===== src/rtl/fetch_queue.sv =====
// fetch_queue: instruction buffer between fetch and decode.
// Holds {pc+4, instruction} pairs delivered on cache hits in a small circular
// FIFO, presents the oldest entry to decode, stalls fetch when full and drops
// everything on a taken branch. Also counts fetch miss cycles (saturating).
module fetch_queue #(
  parameter int DEPTH = 4,
  parameter int AW    = 2,
  parameter int CW    = 16
) (
  input  logic          clk,
  input  logic          reset,
  input  logic          hit_in,
  input  logic [31:0]   addr_in,
  input  logic [31:0]   instruction_in,
  input  logic          flush,
  input  logic          ready_in,
  output logic          fetch_stall,
  output logic          valid_out,
  output logic [31:0]   addr_out,
  output logic [31:0]   instruction_out,
  output logic [AW:0]   count_out,
  output logic [CW-1:0] miss_count
);

  localparam logic [AW:0]   CountFull = (AW+1)'(DEPTH);
  localparam logic [AW:0]   CountOne  = (AW+1)'(1);
  localparam logic [AW-1:0] PtrOne    = AW'(1);
  localparam logic [CW-1:0] MissMax   = {CW{1'b1}};
  localparam logic [CW-1:0] MissOne   = CW'(1);

  // Entry storage: upper half is pc+4, lower half is the instruction word.
  logic [63:0]   mem_q [DEPTH];

  logic [AW-1:0] wr_ptr_q, wr_ptr_d;
  logic [AW-1:0] rd_ptr_q, rd_ptr_d;
  logic [AW:0]   count_q,  count_d;
  logic [CW-1:0] miss_q,   miss_d;

  logic          full;
  logic          push;
  logic          pop;
  logic [63:0]   head;

  // Status flags come straight from registered state so decode and fetch
  // never see a combinational path from this cycle's inputs.
  always_comb begin
    full        = (count_q == CountFull);
    valid_out   = (count_q != '0);
    fetch_stall = full;
    count_out   = count_q;
    miss_count  = miss_q;
  end

  // Handshake decode. A full queue refuses a push even if decode pops in the
  // same cycle (fetch is already holding its PC), and a flush kills both.
  always_comb begin
    push = hit_in & ~full & ~flush;
    pop  = valid_out & ready_in & ~flush;
  end

  // Next-state for pointers and occupancy; flush restarts both pointers at 0.
  always_comb begin
    wr_ptr_d = wr_ptr_q;
    rd_ptr_d = rd_ptr_q;
    count_d  = count_q;
    if (flush) begin
      wr_ptr_d = '0;
      rd_ptr_d = '0;
      count_d  = '0;
    end else begin
      if (push) begin
        wr_ptr_d = wr_ptr_q + PtrOne;
      end
      if (pop) begin
        rd_ptr_d = rd_ptr_q + PtrOne;
      end
      unique case ({push, pop})
        2'b10:   count_d = count_q + CountOne;
        2'b01:   count_d = count_q - CountOne;
        default: count_d = count_q;
      endcase
    end
  end

  // Miss statistic: counts cycles fetch had nothing to offer, ignoring flush
  // cycles, and sticks at its maximum rather than wrapping.
  always_comb begin
    miss_d = miss_q;
    if (!hit_in && !flush && (miss_q != MissMax)) begin
      miss_d = miss_q + MissOne;
    end
  end

  // Control state register; reset may arrive at any point in a stream.
  always_ff @(posedge clk or posedge reset) begin
    if (reset) begin
      wr_ptr_q <= '0;
      rd_ptr_q <= '0;
      count_q  <= '0;
      miss_q   <= '0;
    end else begin
      wr_ptr_q <= wr_ptr_d;
      rd_ptr_q <= rd_ptr_d;
      count_q  <= count_d;
      miss_q   <= miss_d;
    end
  end

  // Entry write; contents need no reset because count gates visibility.
  always_ff @(posedge clk) begin
    if (push) begin
      mem_q[wr_ptr_q] <= {addr_in, instruction_in};
    end
  end

  // Head presentation: an empty queue shows address 0 and a NOP word.
  always_comb begin
    head            = mem_q[rd_ptr_q];
    addr_out        = valid_out ? head[63:32] : 32'h0;
    instruction_out = valid_out ? head[31:0]  : 32'h0;
  end

endmodule


===== config.mk =====
export PLATFORM = sky130hd
export DESIGN_NAME = fetch_queue
export DESIGN_NICKNAME = d
export VERILOG_FILES = /design/src/rtl/fetch_queue.sv
export SDC_FILE = /design/constraint.sdc
export NUM_CORES = 1
export LEC_CHECK = 0
export BUFFER_PORTS_ARGS = -buffer_cell sky130_fd_sc_hd__buf_2
export CAP_MARGIN = 30
export CORE_MARGIN = 2
export CORE_UTILIZATION = 57
export DETAILED_ROUTE_END_ITERATION = 16
export PLACE_DENSITY_LB_ADDON = 0.05
export REMOVE_ABC_BUFFERS = 1
export SKIP_LAST_GASP = 1
export SLEW_MARGIN = 30
export SYNTH_ARGS = -nofsm -noshare
export SYNTH_HDL_FRONTEND = slang
export SYNTH_SLANG_ARGS = --single-unit
export TNS_END_PERCENT = 10

===== constraint.sdc =====
create_clock -name clk -period 3.7 [get_ports clk]
set_input_delay 0.555 -clock clk [delete_from_list [all_inputs] [get_ports clk]]
set_output_delay 0.555 -clock clk [all_outputs]
set_load 0.02 [all_outputs]

* Yosys cells after proc, flatten, opt, wreduce, memory -nomap -nowiden
Memory sizes are Yosys's and may differ from the RTL's.
Cells that the tools add are included.
W data, S select, Z words.
** Storage, ports and cells
- Input bits :: 69
- Memories kept :: 1
- Register bits after elaboration :: 23
- Bits in writable memories :: 256
- Word-level logic and storage cells :: 38
** Cells by class
- Bitwise operators :: 6
- $add $sub $neg :: 5
- Mux-type cells :: 10
- Equality and inequality tests :: 4
- Reductions and logical operators :: 8
** Memories
- mem_q :: words 4, bits a word 64, read ports 1, clocked after memory_dff 0, write ports 1, line 32 : logic [63:0] mem_q [DEPTH];
** Operators with widths (count)
- $mux W32 :: 2
- $add A16 B1 Y16 const B :: 1
- $ne A16 B16 Y1 const B :: 1
- $mux W2 :: 4
- $pmux W3 S2 :: 1
- $reduce_bool A3 Y1 :: 2
- $add A2 B1 Y2 const B :: 2
- $and A1 B1 Y1 :: 4
- $reduce_bool A2 Y1 :: 2
- $add A3 B1 Y3 const B :: 1
- $eq A3 B3 Y1 const B :: 1
- $mux W3 :: 1
- $sub A3 B1 Y3 const B :: 1
- $eq A2 B1 Y1 const B :: 1
- $eq A2 B2 Y1 const B :: 1
- $logic_and A1 B1 Y1 :: 2
- $logic_not A1 Y1 :: 2
- $mux W1 :: 2
- $not A1 Y1 :: 2

* Logic depth before layout (Yosys ltp)
- Depth in word-level cells :: 7
- Gate-level depth with buffers :: 8
- Gate-level depth less buffers :: 8

* Worst setup path before layout
Ideal clock, no wire load.
- Path type :: reg-to-reg
- Start :: reg count_q[2] (netlist: count_out[2])
- End :: mem mem_q[0][0], enable pin
- Clock period less this slack :: 2.982 ns
- Setup slack :: 0.718 ns
- Path buffers :: 0
- Arrival :: 2.553 ns
- Library setup time :: 0.429 ns
- Cell stages (with the launch flop) :: 5
- Cell sequence :: dfrtp_1 > or3b_4 > nand2_4 > nor2_1 > and2_1
** Between the ends
- Word-level cells in the longest chain between the ends :: 6
** RTL lines
- start: declaration :: line 36 : logic [AW:0] count_q, count_d;
- start signal: assignment :: line 104 : count_q <= count_d;
- $eq A3 B3 Y1 :: line 47 : full = (count_q == CountFull);
- $not A1 Y1 :: line 57 : push = hit_in & ~full & ~flush;
- $and A1 B1 Y1 (2 in a row) :: line 57
- $mux W1 :: line 111 : if (push) begin
- $mux W1 (implied by the code) :: line 112 : mem_q[wr_ptr_q] <= {addr_in, instruction_in};
- end: declaration :: line 32
Every way passes these cells.

* Worst setup path after layout
- Start :: reg rd_ptr_q[0]
- End :: out addr_out[16]
** Between the ends
- Word-level cells in the longest chain between the ends :: 2
** RTL lines
- start: declaration :: line 35 : logic [AW-1:0] rd_ptr_q, rd_ptr_d;
- start signal: assignment :: line 103 : rd_ptr_q <= rd_ptr_d;
- $mem_v2 Z4 W64
- $mux W32 :: line 119 : addr_out = valid_out ? head[63:32] : 32'h0;
- end: declaration :: line 19 : output logic [31:0] addr_out,
Every way passes these cells.

==> impl_metrics.yaml <==
sta:
  fin_worst_skew_ps: 10.22
  fmax_ghz: 0.3261
  slew_headroom: 0.4391
  final-hold-violation-count: 0
  max_slew.worst_pin.slew_ps: 836.1
  holdWs_ps: 85.17
  fin_crit_ps: 3067
  fin_setup_tns_ps: 0
  drv_slew: 0
  rsz0062_at_grt: "false"
  fin_ws_ps: 633.4
  setup_violations: 0
  fin_crit_sh: 0.8288
synth:
  ys_seq_elements: 279
  synth_ff_type: "edfxtp_1"
  yosysUniqueCellTypes: 44
  yosysSeqAreaShare: 0.7527
  async_flop_share: 0.08244
  synth-edff-count: 256
  netlist_area_mm2: 0.01098
  synth_area_per_cell_um2: 20.67
  synthesis.instances: 531
  yosysWarningCount: 0
setup_path:
  cp_cell_sequence: "buf_12 > mux4_2 > and2_1 > buf_2"
  critPathMaxFanout: 27
  worstSetupPathType: "reg2out"
  cp.arrival_ps: 2510
  cp.required_ps: 3140
  path_buf_inv: 2
  cpMaxStageDelayCell: "dfrtp_4"
  cp-end-kind: "output pin"
  start_kind: "flop"
  cpLargestDelayFamily: "flip-flops"
  slowest_delay_ps: 800
die:
  fp.dieW_um: 142.8
  dieArea_mm2: 0.02039
  coreArea_mm2: 0.01883
  initial_core_util: 0.5830
  top_level_ports: 154
  num_rows: 50
  die_h_um: 142.8
grt:
  grt_antenna_before_repair: 5
  grt_pass1_vias: 5777
  grt_max_degree: 66
  grt_use_total: 0.2049
  grt_pass1_wl_um: 31840
  grt_overflow: 0
power:
  leakagePower_nw: 4.674
  power_density_mw_per_mm2: 704.9
  peakVddDrop_v: 0.0004475
  p_total_mw: 9.208
finish:
  drive_above_1_share: 0.4017
  final_common_cell: "edfxtp_1"
  area_growth_pct: 18.99
  finish.instance_area_mm2: 0.01306
  nNetsFinal: 775
  final_cell_mix: "edfxtp_1 (256), buf_2 (153), and2_1 (66)"
  nFillCells: 1234
  seqCellArea_mm2: 0.008270
  multi_input_area_mm2: 0.002592
clocking:
  numCtsBuffers: 29
  post_cts_resized: 0
  worst_skew_pair.late_latency_ps: 530
  clockBufferDepth: 3
  clock-sinks: 279
  post_cts_buffers: 0
  h-tree-depth: 1
  cts_hold_buf: 0
  cts_tree: "done"
  cts_root_buf: "clkbuf_16"
  clk_pin_slew_worst_paths_ps: 60
routing:
  drt_iter0_markers: 327
  num_vias: 5453
  drt-pass1-iter-count: 5
  wl_per_cell_um: 20.61
  drc_errors: 0
  ant_nets: 0
  wl_um: 20300
  viasPerCell: 5.536
placement:
  dp_hpwl_um: 11940
  post-place-ws_ps: 1137
  globalplace.congestion: 0.8356
  port_buffers: 153
  dpl_cell_area_mm2: 0.01209
flow_run:
  cap_viol_max_count: 0
min_path:
  hold_path_class: "in2async"
outcome:
  status: "finished, final reports clean"
report_power, final:
group          internal [mW]  switching, mW
clock                   1.71           1.12
sequential              3.65          0.204
combinational           1.10           1.43
through the flow:
stage / std cells / util
2_1_floorplan: 507 / -
3_3_place_gp: 927 / 0.6411
3_5_place_dp: 928 / 0.6421
4_1_cts: 981 / 0.6922
5_1_grt: 984 / 0.6936
6_report: 985 / 0.6937
cell type report:
class / instances / share of cell area
Clock buffer: 38 / 0.06044
Clock inverter: 15 / 0.01178
Timing Repair Buffer: 162 / 0.06954
Tap cell: 260 / 0.02490
Sequential cell: 279 / 0.6331
Inverter: 4 / 0.001149
Multi-Input combinational cell: 224 / 0.1985
Antenna cell: 3 / 0.0005747
final timing paths:
check                                            from                    endpoint  slack (ps)  cells after the start
setup / recovery              rd_ptr_q[0]$_DFFE_PP0P_                addr_out[16]         630                      4
hold / removal                                  reset  miss_count[15]$_DFFE_PP0P_          90                      2
setup reg to reg             count_out[2]$_DFFE_PP0P_      mem_q[2][25]$_DFFE_PP_        1310                      5
hold reg to reg            miss_count[15]$_DFFE_PP0P_  miss_count[15]$_DFFE_PP0P_         510                      1
max in group asynchronous                       reset     rd_ptr_q[0]$_DFFE_PP0P_        3170                      2
min in group clk                           addr_in[6]      mem_q[2][38]$_DFFE_PP_         230                      1
per-layer routing:
layer | wire [um] | track usage
met5 | 28 | 0
met4 | 276 | 0.04377
met3 | 1323 | 0.04594
met2 | 9957 | 0.3373
met1 | 8713 | 0.2877
cell families (layout without fill, tap and decap cells):
logic type,count (synthesis),in the layout,share of synthesized area
compound gates,10,10,0.006269
simple gates,123,123,0.07146
fa+ha+maj,6,6,0.007522
xor+xnor,20,20,0.01721
flops,279,279,0.7527
other cells,0,3,0
mux,65,65,0.1327
buf+inv,28,219,0.01220
synth_stat cells, types with 2 or more instances:
master	number	area (um^2)
clkbuf_1	8	30.03
or3_1	2	12.51
nand4_1	6	37.54
and2_1	70	437.9
buf_1	5	18.77
ha_1	5	62.56
nand3_1	7	35.03
dfrtp_1	23	575.6
xor2_1	8	70.07
nor3_1	3	15.01
edfxtp_1	256	7687
buf_4	5	37.54
mux4_2	64	1441
nand2_1	10	37.54
inv_1	4	15.01
nor4_1	2	12.51
nor2_1	8	30.03
xnor2_1	11	96.34
a21oi_1	4	20.02
buf_2	5	25.02
nor4_4	2	42.54
registers in the layout (all words and copies together), names as in the netlist:
signal,cells
mem_q,256
miss_count,16
count_out,3
rd_ptr_q,2
wr_ptr_q,2
Power figures use the tool's default switching activity.
